<file path="src/rtl/avalon_burst_splitter_pkg.sv">
// rtl/avalon_burst_splitter_pkg.sv - shared state encodings, widths and burst helper for the burst splitter
package avalon_burst_splitter_pkg;

  localparam int AVM_AW = 30;
  localparam int AVM_DW = 32;

  typedef enum logic [1:0] {
    ST_IDLE  = 2'd0,
    ST_WRITE = 2'd1,
    ST_READ  = 2'd2
  } state_t;

  // Beats remaining after the first one; a burstcount of 0 behaves as 1.
  function automatic logic [1:0] beats_after_first(input logic [2:0] burstcount);
    logic [2:0] n;
    n = (burstcount == 3'd0) ? 3'd0 : burstcount - 3'd1;
    return n[1:0];
  endfunction

endpackage

</file>
<file path="src/rtl/avalon_pending_counter.sv">
// rtl/avalon_pending_counter.sv - saturating outstanding-read counter with an admission limit compare
module avalon_pending_counter #(
  parameter int LIMIT = 8,
  parameter int RW    = 3,
  parameter int CW    = $clog2(LIMIT + 1)
) (
  input  logic          clk,
  input  logic          rst,
  input  logic          inc,
  input  logic          dec,
  input  logic [RW-1:0] request,
  output logic          over_limit
);

  logic [CW-1:0]    count;
  logic [CW+RW-1:0] total;

  assign total      = {{RW{1'b0}}, count} + {{CW{1'b0}}, request};
  assign over_limit = total > (CW+RW)'(LIMIT);

  always_ff @(posedge clk) begin
    if (rst) begin
      count <= '0;
    end else if (inc && !dec && count != CW'(LIMIT)) begin
      count <= count + CW'(1);
    end else if (dec && !inc && count != '0) begin
      count <= count - CW'(1);
    end
  end

endmodule

</file>
<file path="src/rtl/avalon_burst_splitter.sv">
// rtl/avalon_burst_splitter.sv - splits 1-4 word Avalon-MM bursts into single-word transactions
module avalon_burst_splitter
  import avalon_burst_splitter_pkg::*;
#(
  parameter int MAX_PENDING = 8
) (
  input  logic              clk,
  input  logic              rst,
  input  logic [AVM_AW-1:0] s_address,
  input  logic [AVM_DW-1:0] s_writedata,
  input  logic [3:0]        s_byteenable,
  input  logic [2:0]        s_burstcount,
  input  logic              s_write,
  input  logic              s_read,
  output logic              s_waitrequest,
  output logic              s_readdatavalid,
  output logic [AVM_DW-1:0] s_readdata,
  output logic [AVM_AW-1:0] m_address,
  output logic [AVM_DW-1:0] m_writedata,
  output logic [3:0]        m_byteenable,
  output logic              m_write,
  output logic              m_read,
  input  logic              m_waitrequest,
  input  logic              m_readdatavalid,
  input  logic [AVM_DW-1:0] m_readdata
);

  state_t     state;
  logic [1:0] beats_left;
  logic [1:0] first_beats;
  logic [2:0] read_words;
  logic       slot_free;
  logic       read_blocked;
  logic       take_write;
  logic       take_read;
  logic       issue_read;

  assign first_beats = beats_after_first(s_burstcount);
  assign slot_free   = !(m_read || m_write) || !m_waitrequest;
  // A read still held in the slot is not yet counted as pending, so reserve room for it too.
  assign read_words  = {1'b0, first_beats} + 3'd1 + {2'b00, m_read};
  assign take_write  = (state == ST_IDLE) && s_write && slot_free;
  assign take_read   = (state == ST_IDLE) && s_read && !s_write && slot_free && !read_blocked;
  assign issue_read  = m_read && !m_waitrequest;

  avalon_pending_counter #(
    .LIMIT (MAX_PENDING),
    .RW    (3)
  ) u_pending (
    .clk        (clk),
    .rst        (rst),
    .inc        (issue_read),
    .dec        (m_readdatavalid),
    .request    (read_words),
    .over_limit (read_blocked)
  );

  always_comb begin
    s_waitrequest = 1'b1;
    case (state)
      ST_IDLE:  s_waitrequest = !slot_free || (s_read && !s_write && read_blocked);
      ST_WRITE: s_waitrequest = !slot_free || !s_write;
      default:  s_waitrequest = 1'b1;
    endcase
  end

  always_ff @(posedge clk) begin
    if (rst) begin
      state        <= ST_IDLE;
      beats_left   <= 2'd0;
      m_address    <= '0;
      m_writedata  <= '0;
      m_byteenable <= '0;
      m_write      <= 1'b0;
      m_read       <= 1'b0;
    end else begin
      case (state)
        ST_IDLE: begin
          if (take_write) begin
            m_address    <= s_address;
            m_writedata  <= s_writedata;
            m_byteenable <= s_byteenable;
            m_write      <= 1'b1;
            m_read       <= 1'b0;
            beats_left   <= first_beats;
            if (first_beats != 2'd0) state <= ST_WRITE;
          end else if (take_read) begin
            m_address    <= s_address;
            m_byteenable <= s_byteenable;
            m_write      <= 1'b0;
            m_read       <= 1'b1;
            beats_left   <= first_beats;
            if (first_beats != 2'd0) state <= ST_READ;
          end else if (!m_waitrequest) begin
            m_write <= 1'b0;
            m_read  <= 1'b0;
          end
        end
        ST_WRITE: begin
          if (s_write && slot_free) begin
            m_address    <= m_address + AVM_AW'(1);
            m_writedata  <= s_writedata;
            m_byteenable <= s_byteenable;
            m_write      <= 1'b1;
            beats_left   <= beats_left - 2'd1;
            if (beats_left == 2'd1) state <= ST_IDLE;
          end else if (!m_waitrequest) begin
            m_write <= 1'b0;
          end
        end
        ST_READ: begin
          if (!m_waitrequest) begin
            if (beats_left != 2'd0) begin
              m_address  <= m_address + AVM_AW'(1);
              beats_left <= beats_left - 2'd1;
            end else begin
              m_read <= 1'b0;
              state  <= ST_IDLE;
            end
          end
        end
        default: state <= ST_IDLE;
      endcase
    end
  end

  always_ff @(posedge clk) begin
    if (rst) begin
      s_readdatavalid <= 1'b0;
      s_readdata      <= '0;
    end else begin
      s_readdatavalid <= m_readdatavalid;
      s_readdata      <= m_readdata;
    end
  end

endmodule
</file>
<file path="config.mk">
export PLATFORM = sky130hd
export DESIGN_NAME = avalon_burst_splitter
export DESIGN_NICKNAME = d
export VERILOG_FILES = /design/src/rtl/avalon_burst_splitter_pkg.sv /design/src/rtl/avalon_pending_counter.sv /design/src/rtl/avalon_burst_splitter.sv
export SDC_FILE = /design/constraint.sdc
export NUM_CORES = 1
export LEC_CHECK = 0
export BUFFER_PORTS_ARGS = -buffer_cell sky130_fd_sc_hd__buf_2
export CAP_MARGIN = 20
export CORE_ASPECT_RATIO = 2
export CORE_MARGIN = 5
export CORE_UTILIZATION = 31
export CTS_CLUSTER_DIAMETER = 40
export CTS_CLUSTER_SIZE = 30
export DETAILED_ROUTE_END_ITERATION = 6
export GPL_ROUTABILITY_DRIVEN = 0
export HOLD_SLACK_MARGIN = 0.05
export PLACE_DENSITY = 0.64
export SLEW_MARGIN = 20
export SYNTH_ARGS = -nofsm -noshare
export SYNTH_HDL_FRONTEND = slang
export SYNTH_SLANG_ARGS = --single-unit
</file>
<file path="constraint.sdc">
create_clock -name clk -period 8.17 [get_ports clk]
set_clock_uncertainty 0.2 [all_clocks]
set_input_delay 1.634 -clock clk [delete_from_list [all_inputs] [get_ports clk]]
set_output_delay 1.634 -clock clk [all_outputs]
set_load 0.01 [all_outputs]
</file>
==> flow_metrics.tcl <==
set metrics [dict create \
    outcome "finished clean" \
    worst_path_max_delay_cell "fa_1" \
    wl_per_cell_um 14.7 \
    hold_viol_final 0 \
    grt_pass1_wl_um 23400 \
    p_total_mw 2.26 \
    maxCapViolCount 0 \
    setup_viol 0 \
    path_class "primary input to output pin" \
    clock_sinks 109 \
    hold_path_end "m_writedata[10]" \
    antenna_found_initial 2 \
    worstSkewPairLatency_ns 0.35 \
    diodes 0 \
    yosysWarnings 0 \
    htree_levels 3 \
    syn_avg_cell_area_sq_um 8.17 \
    wirelength_um 14500 \
    startpoint_type "primary input" \
    drive_gt1_share_pct 30.6 \
    power_frac_clock_pct 20.1 \
    rsz0062_at_grt "false" \
    ys_seq_area_share_pct 44.6 \
    p_seq_share_pct 35.0 \
    rows 65 \
    start_util_pct 31.2 \
    cellPowerDensity_nw_per_um2 354 \
    final.setup.tns_ns 0 \
    drc 0 \
    cp.arrival_ns 3.94 \
    min_from "m_writedata[10]" \
    synth_edf_count 0 \
    hold_depth 2 \
    critical_path.max_fanout 4 \
    fp.dieW_um 98.9 \
    syn2layout_area_growth_pct 30.6 \
    final_nets 908 \
    n_fill_cell 1670 \
    design_area_sq_um 6390 \
    reg2reg_depth 12 \
    ctsHoldBuffers 0 \
    synthArstFlopShare_pct 0 \
    crit-reg2reg-launch "u_pending.count[0]" \
    cts_tree "built" \
    final.period_utilization_pct 70.7 \
    rrSetupSlack_ns 4.48 \
    synthesis.instances 599 \
    leakage_nw 2.87 \
    core_sq_um 15700 \
    worst_hold_path_type "flop to flop" \
    synth_nets 722 \
    numCtsBuffers 9 \
    ys_ff_latch 109 \
    yosysUniqueCellTypes 55 \
    dpl.hpwl_um 10800 \
    crit_top_cell "buf_2" \
    critPathCaptureType "output pin" \
    postRouteAntennaNets 0 \
    p_comb_share_pct 44.9 \
    grt_pass1_vias 4710 \
    tightest_slew_ns 0.643 \
    die-area_sq_um 18600 \
    clkTransAtPathRegs_ns 0.07 \
    die_h_um 188 \
    grt_start_max_net_pins 62 \
    post_dp_cell_area_sq_um 6090 \
    max_freq_ghz 0.173 \
    clk_path_buf_depth 2 \
    vdd_drop_max_mv 0.127 \
    vias 4838 \
    intPower_mw 1.30 \
    root_buffer "clkbuf_16" \
    post_cts_resize_count 0 \
    slew_violations 0 \
    r2r_end "m_address[0]" \
    fin_ws_ns 2.40 \
    synth-main-ff-cell "dfxtp_1" \
    synth.cell_area_sq_um 4890 \
    crit_chain "buf_2, nand2b_1, o21ai_0, ha_1, inv_1, fa_1, nor2b_1, a32oi_1, nand4_1, a21oi_1, buf_2" \
    port-buffer-count 208 \
    dr.pass1.iters 4 \
    grt_use_total_pct 15.4 \
    p_switching_uw 964 \
    io_pins 209 \
    critPathMaxStageDelay_ns 0.40 \
    grt-ovfl-total 0 \
    place_ws_ns 2.41 \
    drtIter0Drc 179 \
    viasPerCell 4.88 \
    slew_headroom_pct 57.2 \
    crit_required_ns 6.34 \
    switching_share_pct 42.6 \
    fin_crit_ns 5.77 \
    post-cts-setup-buffers 0 \
]
per-stage QoR:
stage	instances	utilization, %	hold slack [ns]
floorplan	599	-	0.232
finish	991	40.7	0.252
global placement	975	38.8	0.239
detailed placement	975	38.8	0.244
global route	991	40.7	0.271
CTS	991	40.7	0.255
cells by family after synthesis:
kind of cell,count (synthesis),share of synthesized area (%)
adder cells (fa/ha/maj),16,4.40
AO/OA/AOI/OAI,154,18.6
AND/OR/NAND/NOR,252,25.7
buffers and inverters,56,4.37
XOR/XNOR,4,0.716
flip-flops,109,44.6
multiplexers,8,1.64
worst max-delay path by stage:
stage / from / end / slack (ns) / cells after the start
after floorplan: s_burstcount[0] / s_waitrequest / 2.85 / 9
after global placement: s_burstcount[0] / s_waitrequest / 2.45 / 11
after detailed placement: s_burstcount[0] / s_waitrequest / 2.41 / 11
after CTS: s_burstcount[0] / s_waitrequest / 2.41 / 11
after global routing: s_burstcount[0] / s_waitrequest / 2.32 / 11
final: s_burstcount[0] / s_waitrequest / 2.40 / 11
cell type report:
cell class              count  area, sq um  area share [%]
clock buffers               9          225            3.52
clock inverters             7         81.3            1.27
inverters                  18         67.6            1.06
multi-input cells         434         2500            39.2
flip-flops and latches    109         2180            34.1
well taps                 201          251            3.93
repair buffers            213         1080            16.9
critical path, delay by kind of cell:
kind | cells | cell delay, ns
and+or+nand+nor | 3 | 0.43
adders and majority gates | 2 | 0.71
AOI/OAI and AO/OA | 3 | 0.81
buffers and inverters | 3 | 0.35
state kept, by name (all words and copies together) (netlist names):
signal and flops:
u_pending.count 4, m_writedata 32, m_read 1, beats_left 2, s_readdatavalid 1, m_byteenable 4, m_address 30, m_write 1
state 2, s_readdata 32
power groups by stage:
stage,Clock [mW],Combinational [mW],Sequential (mW)
after floorplan,0,0.670,0.833
after detailed placement,0,1.03,0.806
after CTS,0.473,1.04,0.794
after global routing,0.499,1.15,0.818
after global placement,0,1.02,0.803
final,0.454,1.02,0.792
synth_stat cells, types with 2 or more instances:
cell      number  share of area [%]
fa_1           2               0.82
nand3_1       14                1.4
nor2b_1       38                4.9
nor2_1        38                2.9
dfxtp_1      109                 45
clkbuf_1      35                2.7
and2_1         4               0.51
a21o_1         3               0.46
mux2i_1        8                1.6
nand4b_1       3               0.54
o21ai_0       25                2.6
or2_2          3               0.38
nand3b_1       2               0.31
and3_1         2               0.26
nor3_1        14                1.4
buf_2          3               0.31
ha_1          14                3.6
a221oi_1       2               0.36
nand2b_1      13                1.7
nand2_1       99                7.6
o32ai_1        9                1.6
nor3b_1        2               0.31
a311oi_1       2               0.36
a21oi_1       86                8.8
a211o_1        2               0.36
xor2_1         2               0.36
nand4_1        9                1.2
inv_1         17                1.3
a211oi_1      11                1.7
nor4_1         2               0.26
xnor2_1        2               0.36
cell usage in the layout, fill, tap and decap left out, types with 3 or more instances in the layout:
| cell | netlist | final |
|---|---|---|
| buf_2 | 3 | 207 |
| dfxtp_1 | 109 | 109 |
| nand2_1 | 99 | 99 |
| a21oi_1 | 86 | 86 |
| nor2b_1 | 38 | 38 |
| nor2_1 | 38 | 36 |
| o21ai_0 | 25 | 25 |
| inv_1 | 17 | 17 |
| nor3_1 | 14 | 14 |
| nand3_1 | 14 | 14 |
| ha_1 | 14 | 14 |
| nand2b_1 | 13 | 13 |
| a211oi_1 | 11 | 11 |
| nand4_1 | 9 | 9 |
| o32ai_1 | 9 | 9 |
| clkbuf_16 | 0 | 9 |
| mux2i_1 | 8 | 8 |
| buf_4 | 0 | 6 |
| and2_1 | 4 | 4 |
| a21o_1 | 3 | 3 |
| or2_2 | 3 | 3 |
| nand4b_1 | 3 | 3 |
layer usage:
metal  wire length (um)  global-route usage [%]  up-vias
li1                   -                       -     2438
met1               5250                    15.8     2241
met2               8120                    29.3      129
met3                754                    3.05       26
met4                384                    6.63        4
met5                 27                       0        -
No activity file was read; power rests on OpenSTA's default activity.
